$ cat src/rtl/uart_tx_arbiter_if.sv
// FIFO-side and UART-side signal bundle for the UART transmit arbiter.
interface uart_tx_arbiter_if #(
  parameter int NUM_CH     = 4,
  parameter int DATA_WIDTH = 8
);
  localparam int CH_W = (NUM_CH > 1) ? $clog2(NUM_CH) : 1;

  logic [NUM_CH-1:0]            ch_enable;
  logic [NUM_CH-1:0]            f_empty;
  logic [NUM_CH*DATA_WIDTH-1:0] fifo_read_data;
  logic [NUM_CH-1:0]            fifo_read_en;
  logic                         uart_tx_done;
  logic                         uart_dv;
  logic [DATA_WIDTH-1:0]        uart_data;
  logic [CH_W-1:0]              active_ch;
  logic                         busy;
  logic                         timeout_err;

  modport master (
    input  ch_enable, f_empty, fifo_read_data, uart_tx_done,
    output fifo_read_en, uart_dv, uart_data, active_ch, busy, timeout_err
  );

  modport slave (
    output ch_enable, f_empty, fifo_read_data, uart_tx_done,
    input  fifo_read_en, uart_dv, uart_data, active_ch, busy, timeout_err
  );
endinterface

$ cat src/rtl/uart_tx_arbiter.sv
// Round-robin arbiter sharing one UART transmitter between NUM_CH byte FIFOs,
// with bursts of up to MAX_BURST bytes per grant and an acknowledge timeout.
module uart_tx_arbiter #(
  parameter int NUM_CH      = 4,
  parameter int DATA_WIDTH  = 8,
  parameter int MAX_BURST   = 4,
  parameter int ACK_TIMEOUT = 200000
) (
  input  logic              clk,
  input  logic              rst,
  uart_tx_arbiter_if.master bus
);
  localparam int CH_W = (NUM_CH > 1) ? $clog2(NUM_CH) : 1;
  localparam int BC_W = (MAX_BURST > 1) ? $clog2(MAX_BURST) : 1;
  localparam int TM_W = (ACK_TIMEOUT > 1) ? $clog2(ACK_TIMEOUT) : 1;
  localparam logic [TM_W-1:0] TIMER_LAST = TM_W'(ACK_TIMEOUT - 1);

  typedef enum logic [1:0] {S_IDLE, S_READ, S_LOAD, S_ACK} state_t;

  state_t                state_q, state_d;
  logic [NUM_CH-1:0]     fifo_read_en_q, fifo_read_en_d;
  logic                  uart_dv_q, uart_dv_d;
  logic [DATA_WIDTH-1:0] uart_data_q, uart_data_d;
  logic [CH_W-1:0]       active_ch_q, active_ch_d;
  logic                  busy_q, busy_d;
  logic                  timeout_err_q, timeout_err_d;
  logic [CH_W-1:0]       rr_ptr_q, rr_ptr_d;
  logic [BC_W-1:0]       burst_cnt_q, burst_cnt_d;
  logic [TM_W-1:0]       timer_q, timer_d;

  logic [NUM_CH-1:0]     eligible;
  logic                  grant_found;
  logic [CH_W-1:0]       grant_ch;
  logic [CH_W-1:0]       next_ptr;
  logic                  burst_more;
  logic [DATA_WIDTH-1:0] fifo_words [NUM_CH];
  int                    cand;

  assign eligible   = bus.ch_enable & ~bus.f_empty;
  assign next_ptr   = (int'(active_ch_q) == NUM_CH - 1) ? '0 : active_ch_q + 1'b1;
  assign burst_more = (int'(burst_cnt_q) + 1 < MAX_BURST) && eligible[active_ch_q];

  // Split the flat read-data bus into per-channel words.
  always_comb begin
    for (int i = 0; i < NUM_CH; i++) begin
      fifo_words[i] = bus.fifo_read_data[i*DATA_WIDTH +: DATA_WIDTH];
    end
  end

  // First eligible channel at or after the round-robin pointer, with wrap.
  always_comb begin
    grant_found = 1'b0;
    grant_ch    = '0;
    cand        = 0;
    for (int k = 0; k < NUM_CH; k++) begin
      cand = int'(rr_ptr_q) + k;
      if (cand >= NUM_CH) cand = cand - NUM_CH;
      if (!grant_found && eligible[CH_W'(cand)]) begin
        grant_found = 1'b1;
        grant_ch    = CH_W'(cand);
      end
    end
  end

  // Next-state and registered-output logic of the grant/pop/send/ack sequence.
  always_comb begin
    state_d        = state_q;
    fifo_read_en_d = '0;
    uart_dv_d      = 1'b0;
    uart_data_d    = '0;
    active_ch_d    = active_ch_q;
    timeout_err_d  = 1'b0;
    rr_ptr_d       = rr_ptr_q;
    burst_cnt_d    = burst_cnt_q;
    timer_d        = timer_q;
    case (state_q)
      S_IDLE: begin
        if (grant_found) begin
          fifo_read_en_d[grant_ch] = 1'b1;
          active_ch_d              = grant_ch;
          burst_cnt_d              = '0;
          state_d                  = S_READ;
        end
      end
      S_READ: begin
        state_d = S_LOAD;
      end
      S_LOAD: begin
        // FIFO data is valid now, one cycle after the pop strobe.
        uart_data_d = fifo_words[active_ch_q];
        uart_dv_d   = 1'b1;
        timer_d     = '0;
        state_d     = S_ACK;
      end
      S_ACK: begin
        timer_d = timer_q + 1'b1;
        // A done pulse coincident with our own data-valid belongs to an older frame.
        if (bus.uart_tx_done && !uart_dv_q) begin
          if (burst_more) begin
            burst_cnt_d                 = burst_cnt_q + 1'b1;
            fifo_read_en_d[active_ch_q] = 1'b1;
            state_d                     = S_READ;
          end else begin
            rr_ptr_d = next_ptr;
            state_d  = S_IDLE;
          end
        end else if (timer_q == TIMER_LAST) begin
          timeout_err_d = 1'b1;
          rr_ptr_d      = next_ptr;
          state_d       = S_IDLE;
        end
      end
      default: state_d = S_IDLE;
    endcase
    busy_d = (state_d != S_IDLE);
  end

  // State and output registers with synchronous reset.
  always_ff @(posedge clk) begin
    if (rst) begin
      state_q        <= S_IDLE;
      fifo_read_en_q <= '0;
      uart_dv_q      <= 1'b0;
      uart_data_q    <= '0;
      active_ch_q    <= '0;
      busy_q         <= 1'b0;
      timeout_err_q  <= 1'b0;
      rr_ptr_q       <= '0;
      burst_cnt_q    <= '0;
      timer_q        <= '0;
    end else begin
      state_q        <= state_d;
      fifo_read_en_q <= fifo_read_en_d;
      uart_dv_q      <= uart_dv_d;
      uart_data_q    <= uart_data_d;
      active_ch_q    <= active_ch_d;
      busy_q         <= busy_d;
      timeout_err_q  <= timeout_err_d;
      rr_ptr_q       <= rr_ptr_d;
      burst_cnt_q    <= burst_cnt_d;
      timer_q        <= timer_d;
    end
  end

  assign bus.fifo_read_en = fifo_read_en_q;
  assign bus.uart_dv      = uart_dv_q;
  assign bus.uart_data    = uart_data_q;
  assign bus.active_ch    = active_ch_q;
  assign bus.busy         = busy_q;
  assign bus.timeout_err  = timeout_err_q;
endmodule

$ cat src/flat_wrapper.sv
// flat-port wrapper written by rule: the top's interface ports become plain ports
module uart_tx_arbiter_flat 
#(
  parameter int NUM_CH      = 4,
  parameter int DATA_WIDTH  = 8,
  parameter int MAX_BURST   = 4,
  parameter int ACK_TIMEOUT = 200000
)
  (clk, rst, bus_ch_enable, bus_f_empty, bus_fifo_read_data, bus_uart_tx_done, bus_fifo_read_en, bus_uart_dv, bus_uart_data, bus_active_ch, bus_busy, bus_timeout_err);
  uart_tx_arbiter_if #(.NUM_CH(NUM_CH), .DATA_WIDTH(DATA_WIDTH)) bus_i ();
  input  logic clk;
  input  logic rst;
  input wire logic [$bits(bus_i.ch_enable)-1:0] bus_ch_enable;
  input wire logic [$bits(bus_i.f_empty)-1:0] bus_f_empty;
  input wire logic [$bits(bus_i.fifo_read_data)-1:0] bus_fifo_read_data;
  input wire logic [$bits(bus_i.uart_tx_done)-1:0] bus_uart_tx_done;
  output wire logic [$bits(bus_i.fifo_read_en)-1:0] bus_fifo_read_en;
  output wire logic [$bits(bus_i.uart_dv)-1:0] bus_uart_dv;
  output wire logic [$bits(bus_i.uart_data)-1:0] bus_uart_data;
  output wire logic [$bits(bus_i.active_ch)-1:0] bus_active_ch;
  output wire logic [$bits(bus_i.busy)-1:0] bus_busy;
  output wire logic [$bits(bus_i.timeout_err)-1:0] bus_timeout_err;
  assign bus_i.ch_enable = bus_ch_enable;
  assign bus_i.f_empty = bus_f_empty;
  assign bus_i.fifo_read_data = bus_fifo_read_data;
  assign bus_i.uart_tx_done = bus_uart_tx_done;
  assign bus_fifo_read_en = bus_i.fifo_read_en;
  assign bus_uart_dv = bus_i.uart_dv;
  assign bus_uart_data = bus_i.uart_data;
  assign bus_active_ch = bus_i.active_ch;
  assign bus_busy = bus_i.busy;
  assign bus_timeout_err = bus_i.timeout_err;
  uart_tx_arbiter #(.NUM_CH(NUM_CH), .DATA_WIDTH(DATA_WIDTH), .MAX_BURST(MAX_BURST), .ACK_TIMEOUT(ACK_TIMEOUT)) u_core (.clk(clk), .rst(rst), .bus(bus_i));
endmodule
$ cat config.mk
export PLATFORM = sky130hd
export DESIGN_NAME = uart_tx_arbiter_flat
export DESIGN_NICKNAME = d
export VERILOG_FILES = /design/src/rtl/uart_tx_arbiter_if.sv /design/src/rtl/uart_tx_arbiter.sv /design/src/flat_wrapper.sv
export SDC_FILE = /design/constraint.sdc
export NUM_CORES = 1
export LEC_CHECK = 0
export BUFFER_PORTS_ARGS = -buffer_cell sky130_fd_sc_hd__buf_2
export CAP_MARGIN = 15
export CORE_MARGIN = 4
export CORE_UTILIZATION = 40
export CTS_BUF_LIST = sky130_fd_sc_hd__clkbuf_4
export CTS_CLUSTER_SIZE = 24
export DETAILED_ROUTE_END_ITERATION = 16
export GPL_TIMING_DRIVEN = 0
export PLACE_DENSITY = 0.66
export SLEW_MARGIN = 20
export SYNTH_ARGS = -nofsm -noshare
export SYNTH_HDL_FRONTEND = slang
export SYNTH_SLANG_ARGS = --single-unit
export TNS_END_PERCENT = 100
$ cat constraint.sdc
create_clock -name clk -period 2.4 [get_ports clk]
set_input_delay 0.72 -clock clk [delete_from_list [all_inputs] [get_ports clk]]
set_output_delay 0.72 -clock clk [all_outputs]
set_load 0.05 [all_outputs]
==> results.sh, run 1 <==
export IMPL_status="finished clean"
export IMPL_io_pin_count=60
export IMPL_dpl_instance_area_um2=2590
export IMPL_wire_per_inst_um=14.0
export IMPL_place_inst=371
export IMPL_fin_area_um2=2680
export IMPL_end_kind="flip-flop"
export IMPL_nets=360
export IMPL_antenna_found_initial=0
export IMPL_tritoncts="yes"
export IMPL_async_flop_share_pct=0
export IMPL_drt_iter0_markers=108
export IMPL_avgViaCountPerCell=5.24
export IMPL_ys_seq_elements=41
export IMPL_yosys_warnings=0
export IMPL_tightest_slew_ns=0.725
export IMPL_diodes=0
export IMPL_gp_congestion=0.849
export IMPL_synth_distinct_cells=50
export IMPL_final_common_cell="buf_2"
export IMPL_drive_gt1_share_pct=29.8
export IMPL_htreeDepth=2
export IMPL_intPower_mw=1.26
export IMPL_synth_flop_cell="dfxtp_1"
export IMPL_ir_drop_mv=0.361
export IMPL_synth_top_family_by_area="simple AND/OR/NAND/NOR gates"
export IMPL_synthMuxAreaShare_pct=11.2
export IMPL_grt_overflow=0
export IMPL_post_route_min_period_ns=2.17
export IMPL_synth_xor_area_share_pct=2.38
export IMPL_synth_simple_area_share_pct=25.8
export IMPL_grt_usage_pct=16.4
export IMPL_start_util_pct=42.2
export IMPL_worstSetupStartpointType="flip-flop"
export IMPL_post_cts_buffers=0
export IMPL_drv_cap=0
export IMPL_cp_top_family="simple AND/OR/NAND/NOR gates"
export IMPL_p_leak_nw=1.07
export IMPL_instances_no_fill=379
export IMPL_rows=26
export IMPL_pwr_share_seq_pct=38.9
export IMPL_netlist_area_um2=2210
export IMPL_multi_input_area_um2=1320
export IMPL_power_density_nw_per_um2=751
export IMPL_die_y_um=82.3
export IMPL_area_growth_pct=21.4
export IMPL_core_um2=5240
export IMPL_cts_root_buffer_cell="clkbuf_4"
export IMPL_hp_class="reg2reg"
export IMPL_hold_viol=0
export IMPL_seqCellArea_um2=821
export IMPL_worstPathMaxFanout=10
export IMPL_critPathBufInv=1
export IMPL_cts_buffers=5
export IMPL_cts_hold_buffers=0
export IMPL_switching_share_pct=37.3
export IMPL_switchingPower_mw=0.749
export IMPL_numPortBuffers=59
export IMPL_detailedPlacementHpwl_um=4090
export IMPL_drc=0
export IMPL_place_ws_ns=-0.0595
export IMPL_worstPathArrival_ns=2.46
export IMPL_crit_path_top_delay_cell="dfxtp_1"
export IMPL_synth_top_area_share_pct=37.2
export IMPL_drt_first_pass_iters=5
export IMPL_avgSynthCellArea_um2=9.13
export IMPL_fin_tns_setup_ns=0
export IMPL_final_period_utilization_pct=90.5
export IMPL_clockPowerShare_pct=23.3
export IMPL_path_clk_slew_ns=0.13
export IMPL_path_cells="ha_1 > clkbuf_1 > nand3_1 > nor3_2 > nand2_1 > or2_2 > a21oi_1"
export IMPL_slew_violations=0
export IMPL_required_ns=2.68
export IMPL_drt_total_wl_um=5310
export IMPL_cts_sinks=41
export IMPL_synth_compound_area_share_pct=15.1
export IMPL_crit_start="u_core.state_q[1]$_SDFF_PP0_"
export IMPL_final_cell_mix="buf_2 (61), dfxtp_1 (41), nor2_1 (22)"
export IMPL_cts_max_path_buffers=2
export IMPL_synth_fa_ha_area_share_pct=5.10
export IMPL_clk_latency_ns=0.35
export IMPL_grt_pass1_vias=1750
export IMPL_fmax_mhz=460
export IMPL_skew_ns=0.00727
export IMPL_n_fill_cell=517
export IMPL_hold_ws_ns=0.478
export IMPL_dieArea_um2=6770
export IMPL_yosysTopAreaCell="dfxtp_1"
export IMPL_crit_type="reg2reg"
export IMPL_fp_dieW_um=82.3
export IMPL_synth_fp_nets=294
export IMPL_timing_final_ws_setup_ns=0.228
export IMPL_netlist_instances=242
export IMPL_rsz0062_at_grt="false"
export IMPL_fin_util_pct=51.2
export IMPL_slew_headroom_pct=51.0
export IMPL_grt_max_degree=14
export IMPL_synth_edf_count=0
export IMPL_regToRegStartpoint="u_core.state_q[1]$_SDFF_PP0_"
export IMPL_vias=1987
export IMPL_ys_seq_area_share_pct=37.2
export IMPL_r2r_cells=7
export IMPL_ant_nets=0
export IMPL_setup_violations=0
export IMPL_holdCritStartpoint="u_core.timer_q[17]$_SDFFE_PP0P_"
export IMPL_synth_area_leaders="dfxtp_1 (37%), mux4_2 (9.2%), ha_1 (5.1%), nor2b_1 (4.5%), nor2_1 (3.7%)"
export IMPL_slowest_delay_ns=0.45
export IMPL_finalPower_mw=2.01
export IMPL_comb_power_share_pct=37.8
export IMPL_worst_path_stages=7
export IMPL_grt_pass1_wl_um=8510
export IMPL_hold_path_depth=1
registers in the layout, indices dropped and copies added (netlist names):
signal                   cells
u_core.bus.busy              1
u_core.timer_q              18
u_core.bus.uart_data         8
u_core.state_q               2
u_core.bus.timeout_err       1
u_core.burst_cnt_q           2
u_core.bus.uart_dv           1
u_core.bus.active_ch         2
u_core.rr_ptr_q              2
u_core.bus.fifo_read_en      4
cells by family (layout without fill, tap and decap cells):
kind of cell | after synthesis | in the layout
AND/OR/NAND/NOR | 107 | 107
AO/OA/AOI/OAI | 47 | 47
flip-flops | 41 | 41
buffers and inverters | 19 | 86
multiplexers | 13 | 13
adder cells (fa/ha/maj) | 9 | 9
XOR/XNOR | 6 | 6
path summary, 6_finish.rpt:
path	to	slack [ns]
hold / removal	u_core.timer_q[17]$_SDFFE_PP0P_	0.48
setup reg to reg	u_core.timer_q[11]$_SDFFE_PP0P_	0.23
hold reg to reg	u_core.timer_q[17]$_SDFFE_PP0P_	0.48
setup / recovery	u_core.timer_q[11]$_SDFFE_PP0P_	0.23
power groups by stage:
| stage | clock, mW | combinational, mW | sequential (mW) |
|---|---|---|---|
| 2_1_floorplan | 0 | 0.436 | 0.939 |
| 5_1_grt | 0.518 | 0.846 | 0.790 |
| 3_5_place_dp | 0 | 0.761 | 0.795 |
| 4_1_cts | 0.480 | 0.763 | 0.781 |
| 6_report | 0.469 | 0.761 | 0.782 |
| 3_3_place_gp | 0 | 0.754 | 0.794 |
timing repair:
action                                  4_1_cts  5_1_grt
hold endpoints to repair                      0        0
gates resized for setup                       0        1
endpoints found under the setup margin        0        3
cells in the mapped netlist (all sizes together) (5+ instances only):
library cell / instances
a21oi: 13
clkbuf: 5
dfxtp: 41
ha: 9
inv: 12
mux4: 9
nand2: 18
nand2b: 6
nand3: 13
nand4: 6
nor2: 22
nor2b: 16
nor3: 7
layer usage:
metal / part of all wire (%) / track usage (%) / vias to the layer above
met3: 5.7 / 3.04 / 5
met1: 47 / 23.3 / 910
met2: 46 / 25.3 / 53
met5: 0 / 0 / -
li1: - / - / 1019
met4: 1.1 / 4.98 / 0
final cells by class:
class                      count  share of cell area, %
clock inverter                 2                   1.45
buffer                         7                   1.07
clock buffer                   6                   1.68
inverter                      12                   1.68
sequential                    41                   30.6
tap                           70                   3.27
timing repair buffer          59                   11.0
multi-input combinational    182                   49.2
(Power assumes the default switching activity.)
==> inputs of run 2 (changes only) <==
clock period = 2.75 ns   (was 2.4 ns; I/O delays follow)
==> run 2 against run 1 <==
Flip-flop and latch count unchanged. Clock power down 13%. Maximum frequency down 8.5%. Die area stayed put. Critical endpoint unchanged. Wire length hardly changed. Via count increased by 0.10%. Largest cell class unchanged. Power decreased by 13%. Clock skew hardly changed. Worst setup slack gained 0.15 ns. Sequential share of layout area up 0.057 points.
==> results.sh, run 2 (synthesis gave the netlist of run 1 again) <==
export IMPL_cts_hold_buffers=0
export IMPL_grt_busiest_layer="met2"
export IMPL_hold_ws_ns=0.478
export IMPL_hold_viol=0
export IMPL_end_kind="flip-flop"
export IMPL_fmax_mhz=421
export IMPL_worstPathMaxFanout=10
export IMPL_final_common_cell="buf_2"
export IMPL_drt_first_pass_iters=5
export IMPL_status="finished clean"
export IMPL_final_period_utilization_pct=86.3
export IMPL_skew_ns=0.00727
export IMPL_timing_final_ws_setup_ns=0.377
export IMPL_r2r_cells=7
export IMPL_grt_util_met1_pct=23.3
export IMPL_vias=1989
export IMPL_power_density_nw_per_um2=656
export IMPL_hold_path_depth=1
export IMPL_cts_resized=0
export IMPL_avgViaCountPerCell=5.25
export IMPL_antenna_found_initial=0
export IMPL_p_leak_nw=1.07
export IMPL_wire_per_inst_um=14.0
export IMPL_diodes=0
export IMPL_cts_sinks=41
export IMPL_ir_drop_mv=0.315
export IMPL_core_um2=5240
export IMPL_tritoncts="yes"
export IMPL_tightest_slew_ns=0.725
export IMPL_worstPathArrival_ns=2.66
export IMPL_path_clk_slew_ns=0.13
export IMPL_r2r_end="u_core.timer_q[11]$_SDFFE_PP0P_"
export IMPL_drive_gt1_share_pct=29.4
export IMPL_drv_cap=0
export IMPL_rsz0062_at_grt="false"
export IMPL_largest_register_ffs=18
export IMPL_grt_pass1_vias=1750
export IMPL_io_pin_count=60
export IMPL_dieArea_um2=6770
export IMPL_worstSetupStartpointType="flip-flop"
export IMPL_slew_headroom_pct=51.0
export IMPL_start_util_pct=42.2
export IMPL_die_y_um=82.3
export IMPL_hp_class="reg2reg"
export IMPL_crit_type="reg2reg"
export IMPL_fin_tns_setup_ns=0
export IMPL_fp_dieW_um=82.3
export IMPL_post_cts_buffers=0
export IMPL_grt_usage_pct=16.4
export IMPL_drc=0
export IMPL_setup_violations=0
export IMPL_cts_max_path_buffers=2
export IMPL_largest_register="u_core.timer_q"
export IMPL_regToRegStartpoint="u_core.state_q[1]$_SDFF_PP0_"
export IMPL_area_growth_pct=21.1
export IMPL_numPortBuffers=59
export IMPL_post_route_min_period_ns=2.37
export IMPL_drt_iter0_markers=114
export IMPL_drt_total_wl_um=5310
export IMPL_required_ns=3.03
export IMPL_holdCritStartpoint="u_core.timer_q[17]$_SDFFE_PP0P_"
export IMPL_cts_buffers=5
export IMPL_grt_overflow=0
export IMPL_htreeDepth=2
export IMPL_clk_latency_ns=0.35
export IMPL_hold_end="u_core.timer_q[17]$_SDFFE_PP0P_"
export IMPL_use_met2_pct=25.3
export IMPL_grt_use_met3_pct=3.04
export IMPL_grt_pass1_wl_um=8510
export IMPL_ant_nets=0
export IMPL_grt_max_degree=14
export IMPL_gp_congestion=0.849
export IMPL_cts_root_buffer_cell="clkbuf_4"
export IMPL_detailedPlacementHpwl_um=4090
export IMPL_place_ws_ns=0.185
export IMPL_final_cell_mix="buf_2 (61), dfxtp_1 (41), nor2_1 (22)"
export IMPL_nets=360
export IMPL_slew_violations=0
export IMPL_rows=26
export IMPL_reg2reg_slack_ns=0.38
[run 2: cell counts in the layout (fill, tap and decap cells not counted)]
Identical to the previous run, type by type.
[run 2: area by class of cell]
type | instances | area, um^2
buffer | 7 | 28.8
clock buffer | 6 | 45.0
tap | 70 | 87.6
sequential | 41 | 821
fill | 518 | 2560
inverter | 12 | 45.0
timing repair buffer | 59 | 295
clock inverter | 2 | 38.8
multi-input combinational | 182 | 1310
[run 2: metal layers]
layer  routed length (um)  vias to the layer above
li1                     -                     1020
met1                 2520                      911
met2                 2430                       53
met3                  301                        5
met4                   56                        0
met5                    0                        -
[run 2: how the worst max path moves through the flow]
| stage | start | to | slack, ns | cells past startpoint |
|---|---|---|---|---|
| global placement | bus_ch_enable[1] | u_core.bus.fifo_read_en[3]$_SDFF_PP0_ | 0.19 | 6 |
| global route | u_core.state_q[1]$_SDFF_PP0_ | u_core.timer_q[11]$_SDFFE_PP0P_ | 0.16 | 7 |
| floorplan | bus_ch_enable[1] | u_core.bus.fifo_read_en[3]$_SDFF_PP0_ | 0.54 | 5 |
| detailed placement | bus_ch_enable[1] | u_core.bus.fifo_read_en[3]$_SDFF_PP0_ | 0.19 | 6 |
| finish | u_core.state_q[1]$_SDFF_PP0_ | u_core.timer_q[11]$_SDFFE_PP0P_ | 0.38 | 7 |
| CTS | u_core.state_q[1]$_SDFF_PP0_ | u_core.timer_q[11]$_SDFFE_PP0P_ | 0.40 | 7 |
[run 2: per-stage QoR]
step / instance area (um^2) / utilization, % / std cells / power, mW
detailed placement: 2590 / 49.5 / 371 / 1.36
floorplan: 2210 / - / 242 / 1.20
CTS: 2680 / 51.1 / 379 / 1.77
global route: 2680 / 51.1 / 379 / 1.88
finish: 2680 / 51.1 / 379 / 1.76
global placement: 2590 / 49.5 / 371 / 1.35
[run 2: critical path: stages (launching register included)]
cell and delay, ns:
dfxtp_1 0.45, ha_1 0.20, clkbuf_1 0.35, nand3_1 0.18
nor3_1 0.56, nand2_1 0.14, or2_2 0.29, a21oi_1 0.14
[run 2: report_power, final]
group / leakage, nW / switching, mW / total, mW / internal [mW]
Combinational: 0.690 / 0.413 / 0.664 / 0.251
Clock: 0.0459 / 0.206 / 0.410 / 0.204
Sequential: 0.332 / 0.0350 / 0.682 / 0.647
Total: 1.07 / 0.654 / 1.76 / 1.10
==> inputs of run 3 (changes only) <==
ABC_AREA = 1   (was unset)
BUFFER_PORTS_ARGS = unset   (was -buffer_cell sky130_fd_sc_hd__buf_2)
DONT_BUFFER_PORTS = 1   (was unset)
PLACE_DENSITY = 0.56   (was 0.66)
==> run 3 against run 2 <==
Area after synthesis up 16%. First-iteration DRC count increased by 14%. Sequential share of layout area is 0.30 points lower. Critical path depth did not move. Via count up 22%. Worst setup slack gained 0.24 ns. Die area increased by 14%. Cell area increased by 0.98%. Highest routed layer unchanged.
==> results.sh, run 3 <==
export IMPL_rows=28
export IMPL_comb_power_share_pct=34.0
export IMPL_wire_per_inst_um=14.7
export IMPL_ant_nets=0
export IMPL_htreeDepth=2
export IMPL_cts_hold_buffers=0
export IMPL_drt_first_pass_iters=4
export IMPL_regToRegStartpoint="u_core.bus.active_ch[0]$_SDFFE_PP0P_"
export IMPL_worstPathMaxFanout=10
export IMPL_grt_use_met3_pct=4.23
export IMPL_ir_drop_mv=0.492
export IMPL_tightest_slew_ns=0.679
export IMPL_final_cell_mix="nand2_1 (65), nor2_1 (62), dfxtp_1 (41)"
export IMPL_use_met2_pct=26.6
export IMPL_hp_class="reg2reg"
export IMPL_skew_ns=0.00742
export IMPL_core_um2=6060
export IMPL_netlist_area_um2=2550
export IMPL_slew_violations=0
export IMPL_place_inst=447
export IMPL_diodes=0
export IMPL_drt_iter0_markers=130
export IMPL_holdCritStartpoint="u_core.timer_q[1]$_SDFFE_PP0P_"
export IMPL_grt_util_met1_pct=26.4
export IMPL_largest_register="u_core.timer_q"
export IMPL_tritoncts="yes"
export IMPL_hold_path_depth=2
export IMPL_io_pin_count=60
export IMPL_intPower_mw=0.943
export IMPL_synth_fp_nets=424
export IMPL_final_common_cell="nand2_1"
export IMPL_nets=431
export IMPL_fin_util_pct=44.6
export IMPL_cts_buffers=5
export IMPL_setup_violations=0
export IMPL_numPortBuffers=0
export IMPL_grt_pass1_vias=2294
export IMPL_avgViaCountPerCell=5.35
export IMPL_required_ns=3.03
export IMPL_cts_root_buffer_cell="clkbuf_4"
export IMPL_cts_resized=0
export IMPL_grt_usage_pct=18.0
export IMPL_grt_pass1_wl_um=11100
export IMPL_detailedPlacementHpwl_um=5020
export IMPL_power_density_nw_per_um2=646
export IMPL_area_growth_pct=5.83
export IMPL_p_leak_nw=1.14
export IMPL_drive_gt1_share_pct=13.2
export IMPL_hold_end="u_core.timer_q[1]$_SDFFE_PP0P_"
export IMPL_drv_cap=0
export IMPL_synth_top_area_share_pct=32.2
export IMPL_yosys_warnings=0
export IMPL_post_route_min_period_ns=2.13
export IMPL_finalPower_mw=1.75
export IMPL_synth_most_common_cell="nand2_1"
export IMPL_largest_register_ffs=18
export IMPL_dieArea_um2=7720
export IMPL_fmax_mhz=469
export IMPL_vias=2434
export IMPL_reg2reg_slack_ns=0.62
export IMPL_ys_seq_area_share_pct=32.2
export IMPL_pwr_share_seq_pct=48.2
export IMPL_start_util_pct=42.1
export IMPL_ys_seq_elements=41
export IMPL_antenna_found_initial=0
export IMPL_fp_dieW_um=87.9
export IMPL_die_y_um=87.9
export IMPL_avgSynthCellArea_um2=6.86
export IMPL_grt_max_degree=14
export IMPL_rsz0062_at_grt="false"
export IMPL_instances_no_fill=455
export IMPL_post_cts_buffers=0
export IMPL_cts_max_path_buffers=2
export IMPL_path_clk_slew_ns=0.13
export IMPL_fin_tns_setup_ns=0
export IMPL_synth_flop_cell="dfxtp_1"
export IMPL_async_flop_share_pct=0
export IMPL_r2r_cells=7
export IMPL_grt_busiest_layer="met2"
export IMPL_switchingPower_mw=0.802
export IMPL_synth_distinct_cells=42
export IMPL_final_period_utilization_pct=77.5
export IMPL_status="finished clean"
export IMPL_grt_overflow=0
export IMPL_r2r_end="u_core.bus.fifo_read_en[0]$_SDFF_PP0_"
export IMPL_clockPowerShare_pct=17.8
export IMPL_drt_total_wl_um=6680
export IMPL_synth_commonest_cells="nand2_1 (65), nor2_1 (62), dfxtp_1 (41)"
export IMPL_clk_latency_ns=0.35
export IMPL_synth_edf_count=0
export IMPL_hold_viol=0
export IMPL_synth_area_leaders="dfxtp_1 (32%), nand2_1 (9.6%), nor2_1 (9.1%), o21ai_0 (6.1%), nand3_1 (5.1%)"
export IMPL_drc=0
export IMPL_yosysTopAreaCell="dfxtp_1"
export IMPL_slew_headroom_pct=54.7
export IMPL_worstSetupStartpointType="flip-flop"
export IMPL_switching_share_pct=46.0
export IMPL_cts_sinks=41
export IMPL_gp_congestion=0.893
export IMPL_netlist_instances=372
export IMPL_end_kind="flip-flop"
export IMPL_crit_type="reg2reg"
export IMPL_n_fill_cell=636
export IMPL_worstPathArrival_ns=2.41
## run 3: logic make-up (layout without fill, tap and decap cells)
logic type                 after synthesis  after routing  share of synthesized area, %
adders and majority gates                9              9                          4.41
buffers and inverters                   50             58                          8.14
DFF                                     41             41                          32.2
AOI/OAI and AO/OA                       73             73                          15.7
and+or+nand+nor                        199            199                          39.6
## run 3: cell type report
type	instances	area, um^2	share of cell area (%)
clock inverters	3	17.5	0.648
plain buffers	10	52.6	1.95
inverters	40	155	5.74
well taps	75	93.8	3.47
clock buffers	5	37.5	1.39
flip-flops and latches	41	821	30.4
multi-input cells	281	1520	56.4
## run 3: worst max path at each step
stage	startpoint	to	slack, ns
2_1_floorplan	u_core.bus.active_ch[0]$_SDFFE_PP0P_	u_core.burst_cnt_q[1]$_SDFFE_PP0P_	0.98
3_3_place_gp	u_core.bus.active_ch[0]$_SDFFE_PP0P_	u_core.bus.fifo_read_en[3]$_SDFF_PP0_	0.65
3_5_place_dp	u_core.bus.active_ch[0]$_SDFFE_PP0P_	u_core.bus.fifo_read_en[0]$_SDFF_PP0_	0.65
4_1_cts	u_core.bus.active_ch[0]$_SDFFE_PP0P_	u_core.bus.fifo_read_en[3]$_SDFF_PP0_	0.60
5_1_grt	u_core.bus.active_ch[0]$_SDFFE_PP0P_	u_core.bus.fifo_read_en[3]$_SDFF_PP0_	0.40
6_report	u_core.bus.active_ch[0]$_SDFFE_PP0P_	u_core.bus.fifo_read_en[0]$_SDFF_PP0_	0.62
## run 3: layer usage
layer | share of wire [%] | up-vias | wire [um]
li1 | - | 1253 | -
met1 | 51 | 1124 | 3390
met3 | 6.1 | 2 | 408
met4 | 0.51 | 0 | 34
met2 | 43 | 55 | 2850
met5 | 0 | - | 0
## run 3: per-stage QoR
stage / instance area [um^2] / worst slack (ns) / hold slack, ns
after floorplan: 2550 / 0.978 / 0.456
after global placement: 2650 / 0.647 / 0.471
after detailed placement: 2650 / 0.646 / 0.482
after CTS: 2700 / 0.602 / 0.500
after global routing: 2700 / 0.399 / 0.515
final: 2700 / 0.618 / 0.502
## run 3: worst max-delay path, cell delays in order, from the launching register on
cell and delay, ns:
dfxtp_1 0.78, buf_4 0.30, nand3_1 0.09, nand3_1 0.10, nand3b_1 0.13, nor4_2 0.38, nand2_1 0.09, a21oi_1 0.20
## run 3: power groups by stage
| stage | registers [mW] | clock network [mW] | logic [mW] |
|---|---|---|---|
| 2_1_floorplan | 0.841 | 0 | 0.450 |
| 3_3_place_gp | 0.857 | 0 | 0.580 |
| 3_5_place_dp | 0.856 | 0 | 0.587 |
| 4_1_cts | 0.843 | 0.320 | 0.590 |
| 5_1_grt | 0.852 | 0.355 | 0.684 |
| 6_report | 0.842 | 0.310 | 0.593 |
